==> src/rtl/clave_pkg.sv <==
// Shared types and key constants for the code-entry controller.
// Keypad codes match the upstream keypad driver encoding.
package clave_pkg;

  typedef enum logic [1:0] {
    ENTRADA = 2'd0,
    ABIERTO = 2'd1,
    PROG    = 2'd2,
    BLOQUEO = 2'd3
  } estado_t;

  localparam logic [4:0] TECLA_PROG    = 5'hA;
  localparam logic [4:0] TECLA_BORRAR  = 5'hE;
  localparam logic [4:0] TECLA_ENTER   = 5'hF;
  localparam logic [4:0] TECLA_NINGUNA = 5'd16;
  localparam logic [3:0] NIBBLE_BLANCO = 4'hF;

  function automatic logic es_digito(input logic [4:0] tecla);
    return (tecla < 5'd10);
  endfunction

endpackage

==> src/rtl/buffer_digitos.sv <==
// Digit shift buffer feeding the 7-segment stage: newest digit enters the
// LS nibble, unused positions read as blank.
module buffer_digitos
  import clave_pkg::*;
#(
  parameter int N_DIG = 4,
  parameter int CW    = $clog2(N_DIG + 1)
) (
  input  logic                 clk,
  input  logic                 rst_n,
  input  logic                 push,
  input  logic                 clear,
  input  logic [3:0]           dato,
  output logic [4*N_DIG-1:0]   display,
  output logic [CW-1:0]        cant,
  output logic                 lleno
);

  assign lleno = (cant == CW'(N_DIG));

  // Buffer and fill count; clear wins over push, a push into a full buffer is dropped.
  always_ff @(posedge clk) begin
    if (!rst_n) begin
      display <= {N_DIG{NIBBLE_BLANCO}};
      cant    <= '0;
    end else if (clear) begin
      display <= {N_DIG{NIBBLE_BLANCO}};
      cant    <= '0;
    end else if (push && !lleno) begin
      display <= {display[4*N_DIG-5:0], dato};
      cant    <= cant + CW'(1);
    end
  end

endmodule

==> src/rtl/control_clave.sv <==
// Code-entry controller: collects keypad digits, checks/reprograms the stored
// code and enforces a timed lockout after repeated failures.
module control_clave
  import clave_pkg::*;
#(
  parameter int                 N_DIG      = 4,
  parameter logic [4*N_DIG-1:0] CLAVE_INI  = 16'h1234,
  parameter int                 MAX_FALLOS = 3,
  parameter int                 T_BLOQ     = 3000
) (
  input  logic                         clk,
  input  logic                         rst_n,
  input  logic [4:0]                   digito,
  input  logic                         cambio_digito,
  output logic [4*N_DIG-1:0]           display,
  output logic [$clog2(N_DIG+1)-1:0]   cant,
  output logic                         abierto,
  output logic                         modo_prog,
  output logic                         bloqueado,
  output logic                         ok,
  output logic                         error
);

  localparam int CW = $clog2(N_DIG + 1);
  localparam int FW = $clog2(MAX_FALLOS + 1);
  localparam int TW = $clog2(T_BLOQ + 1);

  estado_t             estado_r, estado_s;
  logic                cambio_previo_r;
  logic [FW-1:0]       fallos_r, fallos_s;
  logic [TW-1:0]       timer_r, timer_s;
  logic [4*N_DIG-1:0]  clave_r, clave_s;
  logic                ok_s, error_s, push_s, clear_s, lleno_s, evento_s;

  assign evento_s = (cambio_digito ^ cambio_previo_r) && (digito < TECLA_NINGUNA);

  buffer_digitos #(.N_DIG(N_DIG), .CW(CW)) u_buffer (
    .clk     (clk),
    .rst_n   (rst_n),
    .push    (push_s),
    .clear   (clear_s),
    .dato    (digito[3:0]),
    .display (display),
    .cant    (cant),
    .lleno   (lleno_s)
  );

  // Next-state and action decode for every key event and the lockout timer.
  always_comb begin
    estado_s = estado_r;
    fallos_s = fallos_r;
    timer_s  = timer_r;
    clave_s  = clave_r;
    ok_s     = 1'b0;
    error_s  = 1'b0;
    push_s   = 1'b0;
    clear_s  = 1'b0;
    case (estado_r)
      ENTRADA: begin
        if (evento_s) begin
          if (es_digito(digito)) begin
            push_s = 1'b1;
          end else if (digito == TECLA_BORRAR) begin
            clear_s = 1'b1;
          end else if (digito == TECLA_ENTER) begin
            clear_s = 1'b1;
            if (lleno_s && (display == clave_r)) begin
              ok_s     = 1'b1;
              fallos_s = '0;
              estado_s = ABIERTO;
            end else begin
              error_s = 1'b1;
              if (fallos_r < FW'(MAX_FALLOS)) begin
                fallos_s = fallos_r + FW'(1);
              end else begin
                fallos_s = fallos_r;
              end
              if (fallos_s == FW'(MAX_FALLOS)) begin
                estado_s = BLOQUEO;
                timer_s  = TW'(T_BLOQ);
              end else begin
                estado_s = ENTRADA;
              end
            end
          end else begin
            push_s = 1'b0;
          end
        end else begin
          push_s = 1'b0;
        end
      end
      ABIERTO: begin
        if (evento_s && (digito == TECLA_PROG)) begin
          clear_s  = 1'b1;
          estado_s = PROG;
        end else if (evento_s && ((digito == TECLA_BORRAR) || (digito == TECLA_ENTER))) begin
          clear_s  = 1'b1;
          estado_s = ENTRADA;
        end else begin
          estado_s = ABIERTO;
        end
      end
      PROG: begin
        if (evento_s && es_digito(digito)) begin
          push_s = 1'b1;
        end else if (evento_s && (digito == TECLA_ENTER)) begin
          clear_s = 1'b1;
          if (lleno_s) begin
            clave_s  = display;
            ok_s     = 1'b1;
            estado_s = ENTRADA;
          end else begin
            error_s = 1'b1;
          end
        end else if (evento_s && (digito == TECLA_BORRAR)) begin
          clear_s  = 1'b1;
          estado_s = ENTRADA;
        end else begin
          estado_s = PROG;
        end
      end
      BLOQUEO: begin
        // Timer was loaded with T_BLOQ on the failing edge, so leaving at 1 gives T_BLOQ cycles.
        timer_s = timer_r - TW'(1);
        if (timer_r == TW'(1)) begin
          estado_s = ENTRADA;
          fallos_s = '0;
        end else begin
          estado_s = BLOQUEO;
        end
      end
      default: begin
        estado_s = ENTRADA;
      end
    endcase
  end

  // State, counters, stored code and registered outputs.
  always_ff @(posedge clk) begin
    if (!rst_n) begin
      cambio_previo_r <= cambio_digito;
      estado_r        <= ENTRADA;
      fallos_r        <= '0;
      timer_r         <= '0;
      clave_r         <= CLAVE_INI;
      ok              <= 1'b0;
      error           <= 1'b0;
      abierto         <= 1'b0;
      modo_prog       <= 1'b0;
      bloqueado       <= 1'b0;
    end else begin
      cambio_previo_r <= cambio_digito;
      estado_r        <= estado_s;
      fallos_r        <= fallos_s;
      timer_r         <= timer_s;
      clave_r         <= clave_s;
      ok              <= ok_s;
      error           <= error_s;
      abierto         <= (estado_s == ABIERTO);
      modo_prog       <= (estado_s == PROG);
      bloqueado       <= (estado_s == BLOQUEO);
    end
  end

endmodule

==> config.mk <==
export PLATFORM = sky130hd
export DESIGN_NAME = control_clave
export DESIGN_NICKNAME = d
export VERILOG_FILES = /design/src/rtl/clave_pkg.sv /design/src/rtl/buffer_digitos.sv /design/src/rtl/control_clave.sv
export SDC_FILE = /design/constraint.sdc
export NUM_CORES = 1
export LEC_CHECK = 0
export CELL_PAD_IN_SITES_DETAIL_PLACEMENT = 1
export CELL_PAD_IN_SITES_GLOBAL_PLACEMENT = 1
export CORE_MARGIN = 4
export CORE_UTILIZATION = 42
export DETAILED_ROUTE_END_ITERATION = 12
export GPL_ROUTABILITY_DRIVEN = 0
export PLACE_DENSITY_LB_ADDON = 0.1
export SLEW_MARGIN = 20
export SYNTH_ARGS = -nofsm -noshare
export SYNTH_HDL_FRONTEND = slang
export SYNTH_SLANG_ARGS = --single-unit
==> constraint.sdc <==
create_clock -name clk -period 2.6 [get_ports clk]
set_input_delay 0.52 -clock clk [delete_from_list [all_inputs] [get_ports clk]]
set_output_delay 0.52 -clock clk [all_outputs]
set_load 0.02 [all_outputs]
==> impl_summary.txt, run 1 <==
----------------------------------------------------
[Outcome]
  Outcome ... finished, final reports clean

[GRT]
  Number of global-route vias before repair ... approximately 2.2k
  Global route total overflow ... 0
  Met2 track demand over resource in global routing ... between 20% and 30%
  Wire length of the first global-routing pass ... approximately 11000 um
  Number of antenna violations at the first check in global routing ... 0
  GRT Total Usage ... around a fifth
  Global-route layer with the greatest usage ... met2
  Global-route track usage on met1 ... around a quarter
  Largest net degree at the start of global routing ... 36
  Met3 track demand over resource in global routing ... a little under 7%

[Clock tree]
  Depth of the CTS H-tree ... 3
  Buffer cell driving the clock tree root ... sky130_fd_sc_hd__clkbuf_8
  Setup bufs post-CTS ... 0
  CTS Hold Bufs ... 0
  TritonCTS clock tree ... built
  Clock Pin Slew Worst Setup and Hold Paths ... roughly 0.060 ns
  Clock sink count ... 57
  Number of buffers between clock root and the deepest sink ... 2
  Post-CTS Resized ... 0
  Worst-skew pair later-pin latency ... approximately 0.34 ns
  Clock buffers created by TritonCTS ... 9

[Power]
  Switching power of the nets ... around 0.41 mW
  Sequential power share ... a little under 50%
  Power density normalized to cell area ... between 500 and 600 nW/um^2
  Net switching fraction of the power ... around 23%
  Maximum vdd ir drop ... between 300 and 400 uV
  Static Leakage ... roughly 1.4 nW
  Clk network pwr share ... ~45%
  Part of the power in combinational logic ... about 6.1%
  Internal Power ... around 1.4 mW

[Worst setup path]
  Critical path launch point type ... flop
  Endpoint class of the critical path ... flop
  CP Max Fanout ... 5
  Endpoint of the most critical register-to-register path ... modo_prog
  Arrival time at the worst endpoint ... around 2.4 ns
  Endpoint required time on the critical path ... ~2.8 ns
  R2R depth ... 6
  Reg-to-reg slack, setup ... 0.44 ns
  FF-to-FF Start ... timer_r[2]
  Classification of the worst setup path ... reg2reg

[Synthesis]
  FFs w/ async S/R, synth ... 0%
  Cells after synthesis ... around 290
  Number of enable-type register cells in the synthesized netlist ... 0
  Synthesized flop and latch total ... 57
  Most repeated cell in the gate-level netlist after synthesis ... sky130_fd_sc_hd__dfxtp_1
  Synth warn ... 0
  Number of nets produced by synthesis ... 303
  Netlist area before placement ... between 2000 and 3000 um^2
  Avg Synthesized Cell Area ... ~9 um^2
  Largest area contributor in the netlist ... sky130_fd_sc_hd__dfxtp_1
  Portion of the post-synthesis area used by sequential elements ... 43.0%
  Synth Flop Type ... sky130_fd_sc_hd__dfxtp_1
  Top cells by instance count after synthesis ... 57 x sky130_fd_sc_hd__dfxtp_1, 55 x sky130_fd_sc_hd__nand2_1, 21 x sky130_fd_sc_hd__xnor2_1
  Cell variety after synth ... 47
  Cell types with the largest area share after synthesis ... sky130_fd_sc_hd__dfxtp_1 43%, sky130_fd_sc_hd__nand2_1 7.8%, sky130_fd_sc_hd__xnor2_1 6.9%
  Fraction of synthesized cell area taken by the top area cell type ... between 40% and 50%

[Floorplanning]
  Die footprint ... ~7700 um^2
  Initial core utilization ... between 40 and 50%
  I/O pin cnt ... 32
  Core area ... between 6000 and 7000 um^2
  Overall die height ... approximately 87 um
  Die span in x ... 87.5 um
  Number of placement rows ... 28

[Drt]
  Wirelength per Cell ... between 15 and 20 um
  Routed via count ... about 2.2k
  DRC viols ... 0
  Pre-Repair DR Iteration Count ... 4
  Iteration-0 DRC count of the detailed router ... 104
  Number of nets still failing antenna checks after routing ... 0
  Vias per std cell ... 5.31
  Sum of routed wire length over all layers ... about 6600 um

[Timing]
  Tightest Pin Transition ... approximately 0.55 ns
  Final worst clock skew ... 0.00815 ns
  Final critical path time including I/O delays and setup ... around 2.2 ns
  Hold Fails Final Rpt ... 0
  Final worst path period share ... about 83%
  # setup viols final ... 0
  Setup repair after global routing missed its margin ... false
  Count of pins over their slew limit ... 0
  Post-Route Setup TNS ... 0 ns
  Achievable Freq ... 463 MHz
  Max transition margin ... between 60% and 70%

[Final layout]
  Filler cell count in the final layout ... between 700 and 800
  Area Growth Syn to Fin ... 23.3%
  Final cell count without fillers ... around 410
  Layout cells sized above 1 ... a little over a tenth
  Post-layout net count ... about 340
  Number of antenna repair diodes ... 0

[Hold path]
  Startpoint of the tightest hold check path ... clave_r[8]
  Hold Path Class ... reg2reg
  Endpoint of the worst hold path ... clave_r[8]
  Worst Hold Depth ... 2

[Placed design]
  DP Cell Count ... between 300 and 400
  Number of buffers added on ports ... 31
  Placed wire-length estimate ... 4660 um

[Job]
  Max-Cap Viols ... 0

----------------------------------------------------
-- sequential cells by signal, indices dropped and copies added (netlist names), 2 cells and up --
register          count
estado_r              2
clave_r              16
timer_r              12
u_buffer.display     16
fallos_r              2
u_buffer.cant         3
-- critical path, cell delays in order (launching register included) --
cell and delay, ns:
sky130_fd_sc_hd__dfxtp_1 0.36, sky130_fd_sc_hd__or4_4 0.59, sky130_fd_sc_hd__nor4_2 0.39, sky130_fd_sc_hd__o22ai_1 0.13, sky130_fd_sc_hd__or2_1 0.27, sky130_fd_sc_hd__o21ai_2 0.20, sky130_fd_sc_hd__a211oi_1 0.07
-- metrics by stage --
step / hold WS [ns] / util [%] / cell area (um^2) / power (mW) / worst slack (ns)
after floorplan: 0.446 / - / 2650 / 0.971 / 0.604
after global placement: 0.454 / 51.2 / 3080 / 1.02 / 0.193
after detailed placement: 0.461 / 51.2 / 3080 / 1.02 / 0.146
after CTS: 0.470 / 54.3 / 3270 / 1.85 / 0.435
after global routing: 0.494 / 54.3 / 3270 / 1.90 / 0.289
final: 0.469 / 54.3 / 3270 / 1.81 / 0.442
-- power groups by stage --
| stage | logic, mW | registers [mW] | clock network [mW] |
|---|---|---|---|
| floorplan | 0.0572 | 0.914 | 0 |
| global placement | 0.111 | 0.909 | 0 |
| detailed placement | 0.112 | 0.909 | 0 |
| CTS | 0.112 | 0.889 | 0.847 |
| global route | 0.120 | 0.890 | 0.891 |
| finish | 0.110 | 0.889 | 0.814 |
-- layer usage --
metal  vias to the layer above  wire length, um  share of wire (%)
li1                       1070                -                  -
met1                      1051             3280                 50
met2                        38             2890                 44
met3                        12              354                5.4
met4                         0               93                1.4
met5                         -                0                  0
-- cell usage in the layout (no fill, tap or decap), types with 2 or more instances in the layout --
cell type and count:
sky130_fd_sc_hd__dfxtp_1 57, sky130_fd_sc_hd__nand2_1 55, sky130_fd_sc_hd__clkdlybuf4s50_1 31, sky130_fd_sc_hd__xnor2_1 21, sky130_fd_sc_hd__mux2i_1 17, sky130_fd_sc_hd__nand3_1 12
sky130_fd_sc_hd__nor2_1 11, sky130_fd_sc_hd__a21boi_1 11, sky130_fd_sc_hd__clkbuf_8 10, sky130_fd_sc_hd__buf_4 9, sky130_fd_sc_hd__o21a_1 8, sky130_fd_sc_hd__xor2_1 8
sky130_fd_sc_hd__inv_1 7, sky130_fd_sc_hd__nand4_1 7, sky130_fd_sc_hd__nor2b_1 6, sky130_fd_sc_hd__a21oi_1 5, sky130_fd_sc_hd__o21ai_0 4, sky130_fd_sc_hd__or3_1 4
sky130_fd_sc_hd__nor3_1 4, sky130_fd_sc_hd__ha_1 4, sky130_fd_sc_hd__nor3_2 3, sky130_fd_sc_hd__nor4_2 3, sky130_fd_sc_hd__nand2b_1 3, sky130_fd_sc_hd__clkbuf_1 3
sky130_fd_sc_hd__or2_1 2, sky130_fd_sc_hd__o31ai_1 2, sky130_fd_sc_hd__a211oi_1 2, sky130_fd_sc_hd__clkinv_2 2
-- layout make-up --
| type | instances | area (um^2) | area share [%] |
|---|---|---|---|
| Multi-Input combinational cell | 213 | 1420 | 43.5 |
| Clock inverter | 3 | 40.0 | 1.22 |
| Clock buffer | 13 | 149 | 4.55 |
| Tap cell | 75 | 93.8 | 2.87 |
| Inverter | 7 | 26.3 | 0.803 |
| Timing Repair Buffer | 41 | 398 | 12.2 |
| Sequential cell | 57 | 1140 | 34.9 |
-- worst max path at each step --
stage               cells after the start  slack, ns           startpoint          end
floorplan                               8       0.60            digito[4]  clave_r[12]
detailed placement                      7       0.15            digito[3]   clave_r[9]
global route                            6       0.29  u_buffer.display[9]      abierto
finish                                  6       0.44           timer_r[2]    modo_prog
global placement                        7       0.19            digito[3]      abierto
CTS                                     6       0.44           timer_r[2]    modo_prog
-- kinds of logic (layout without fill, tap and decap cells) --
group                      after synthesis  count (layout)  share of synthesized area (%)
and+or+nand+nor                        123             123                           25.0
adders and majority gates                4               4                           1.89
xor gates and xnor gates                29              29                           9.57
buffers and inverters                   21              64                           3.35
DFF                                     57              57                           43.0
muxes                                   17              17                           6.41
AOI/OAI and AO/OA                       40              40                           10.8
(Power assumes the default switching activity.)
==> run 2: changes to the inputs <==
--- a/config.mk
+++ b/config.mk
@@ -8,7 +8,7 @@
 export CELL_PAD_IN_SITES_DETAIL_PLACEMENT = 1
 export CELL_PAD_IN_SITES_GLOBAL_PLACEMENT = 1
 export CORE_MARGIN = 4
-export CORE_UTILIZATION = 42
+export CORE_UTILIZATION = 38
 export DETAILED_ROUTE_END_ITERATION = 12
 export GPL_ROUTABILITY_DRIVEN = 0
 export PLACE_DENSITY_LB_ADDON = 0.1
==> constraint.sdc (replaced) <==
create_clock -name clk -period 1.8 [get_ports clk]
set_input_delay 0.36 -clock clk [delete_from_list [all_inputs] [get_ports clk]]
set_output_delay 0.36 -clock clk [all_outputs]
set_load 0.02 [all_outputs]
==> impl_summary.txt, run 2 (synthesis results as in run 1) <==
----------------------------------------------------
[Worst setup path]
  Critical path launch point type ... flop
  Endpoint required time on the critical path ... approximately 2 ns
  Endpoint class of the critical path ... flop
  Arrival time at the worst endpoint ... 2.19 ns
  Cell class contributing the biggest share of worst-path delay ... simple AND/OR/NAND/NOR gates
  Stage delay of the slowest cell on the critical path ... between 0.5 and 0.6 ns
  Reg-to-reg slack, setup ... -0.16 ns
  Master of the slowest instance on the critical path ... sky130_fd_sc_hd__or4_4
  Critical path buffers and inverters ... 1
  CP Max Fanout ... 2
  Crit path cell chain ... or4_4 > nor4_4 > o22ai_1 > or2_1 > o21ai_2 > buf_4 > nor2_2
  Classification of the worst setup path ... reg2reg

[Floorplanning]
  Core area ... about 6800 um^2
  I/O pin cnt ... 32
  Number of placement rows ... 30
  Die footprint ... ~8400 um^2
  Initial core utilization ... around two fifths
  Overall die height ... 91.6 um
  Die span in x ... approximately 90 um

[Timing]
  Setup repair after global routing missed its margin ... true
  Max transition margin ... a little over two thirds
  Final worst clock skew ... about 0.011 ns
  Tightest Pin Transition ... ~0.45 ns
  Final worst hold slack ... 0.212 ns
  Final critical path time including I/O delays and setup ... around 2.0 ns
  Achievable Freq ... between 500 and 600 MHz
  Post-Route Setup TNS ... -0.614 ns
  # setup viols final ... 7
  Worst setup slack after layout ... -0.162 ns
  Count of pins over their slew limit ... 0
  Hold Fails Final Rpt ... 0
  Final worst path period share ... 109%

[Final layout]
  Number of antenna repair diodes ... 0
  Filler cell count in the final layout ... approximately 750
  Commonest non-fill, non-tap cell in the layout ... sky130_fd_sc_hd__buf_4
  Post-layout net count ... roughly 400
  Layout cells sized above 1 ... 31.5%
  Multi-input combinational cell area ... around 1600 um^2
  Flip-flop and latch area ... around 1100 um^2
  Finished Core Util ... between 50 and 60%
  Highest-count cells in the layout ignoring fill and taps ... 60 x sky130_fd_sc_hd__buf_4, 53 x sky130_fd_sc_hd__nand2_1, 52 x sky130_fd_sc_hd__dfxtp_1, 17 x sky130_fd_sc_hd__mux2i_1, 14 x sky130_fd_sc_hd__dlymetal6s2s_1
  Final cell count without fillers ... just under 500
  Area Growth Syn to Fin ... 52.8%
  Leading registers by flop count ... clave_r: 16 flops, u_buffer.display: 16 flops, timer_r: 12 flops

[Drt]
  DRC viols ... 0
  Vias per std cell ... just under 5
  Number of nets still failing antenna checks after routing ... 0
  Sum of routed wire length over all layers ... about 8000 um
  Routed via count ... around 2.4k
  Iteration-0 DRC count of the detailed router ... around 60
  Pre-Repair DR Iteration Count ... 4
  Wirelength per Cell ... about 16 um

[GRT]
  Wire length of the first global-routing pass ... between 10000 and 15000 um
  Number of antenna violations at the first check in global routing ... 0
  Largest net degree at the start of global routing ... 36
  Number of global-route vias before repair ... ~2.6k
  Global route total overflow ... 0
  GRT Total Usage ... between 20% and 30%

[Clock tree]
  Buffer cell driving the clock tree root ... sky130_fd_sc_hd__clkbuf_8
  Depth of the CTS H-tree ... 3
  Worst-skew pair later-pin latency ... about 0.34 ns
  CTS Hold Bufs ... 0
  Number of buffers between clock root and the deepest sink ... 2
  Clock sink count ... 57
  TritonCTS clock tree ... built
  Clock Pin Slew Worst Setup and Hold Paths ... roughly 0.07 ns
  Clock buffers created by TritonCTS ... 9

[Placed design]
  Placed wire-length estimate ... ~5600 um
  Number of buffers added on ports ... 31
  DP Cell Count ... around 470

[Outcome]
  Failing checks ... negative setup slack
  Outcome ... finished, violations left

[Power]
  Net switching fraction of the power ... 22.3%
  Post-layout total power ... approximately 2.7 mW
  Clk network pwr share ... roughly 46%
  Switching power of the nets ... 0.614 mW
  Static Leakage ... around 1.8 nW
  Internal Power ... approximately 2.1 mW
  Power density normalized to cell area ... between 600 and 700 nW/um^2
  Sequential power share ... roughly 47%
  Maximum vdd ir drop ... about 450 uV
  Part of the power in combinational logic ... under 10%

[Hold path]
  Hold Path Class ... in2reg

[Job]
  Max-Cap Viols ... 0

----------------------------------------------------
## run 2: cell count changes in the layout (fill, tap and decap cells not counted), moves of 4 or more
cell,before,now
sky130_fd_sc_hd__buf_4,9,60
sky130_fd_sc_hd__clkdlybuf4s50_1,31,9
sky130_fd_sc_hd__dlymetal6s2s_1,0,14
sky130_fd_sc_hd__xnor2_1,21,9
sky130_fd_sc_hd__xnor2_2,0,12
sky130_fd_sc_hd__dlygate4sd2_1,0,8
sky130_fd_sc_hd__dfxtp_1,57,52
sky130_fd_sc_hd__dfxtp_2,0,5
sky130_fd_sc_hd__buf_12,1,5
sky130_fd_sc_hd__buf_6,0,4
## run 2: worst paths after layout
kind / endpoint / depth (start not counted) / start
worst max-delay path: bloqueado / 7 / timer_r[7]
worst min-delay path: cambio_previo_r / 1 / cambio_digito
worst max register to register: bloqueado / 7 / timer_r[7]
worst min register to register: clave_r[11] / 2 / clave_r[11]
## run 2: final cells by class
cell class	count	share of cell area, %
timing repair buffer	101	23.6
sequential	57	28.3
inverter	7	0.648
multi-input combinational	213	39.3
clock inverter	2	0.864
clock buffer	14	4.26
tap	96	2.96
## run 2: timing repair
action	4_1_cts	5_1_grt
pin swaps	13	20
cloned	1	0
gates resized for setup	25	31
endpoints found under the setup margin	32	61
endpoints found under the hold margin	0	0
buffers inserted	0	4
## run 2: power by group through the flow
stage	sequential [mW]	clock [mW]	combinational [mW]
after floorplan	1.32	0	0.0831
after global placement	1.31	0	0.211
after detailed placement	1.31	0	0.214
after CTS	1.28	1.29	0.217
after global routing	1.28	1.37	0.233
final	1.28	1.25	0.216
## run 2: per-stage QoR
| step | instance area, um^2 | worst slack (ns) |
|---|---|---|
| finish | 4060 | -0.162 |
| global route | 4060 | -0.221 |
| CTS | 3920 | -0.156 |
| detailed placement | 3590 | -0.438 |
| global placement | 3590 | -0.351 |
| floorplan | 2680 | 0.000711 |
## run 2: routing by layer
| metal | vias to the layer above | track usage (%) | wire, um |
|---|---|---|---|
| met3 | 12 | 4.89 | 239 |
| li1 | 1198 | - | - |
| met2 | 35 | 35.5 | 4310 |
| met1 | 1188 | 23.6 | 3330 |
| met4 | 0 | 7.91 | 138 |
| met5 | - | 0 | 0 |
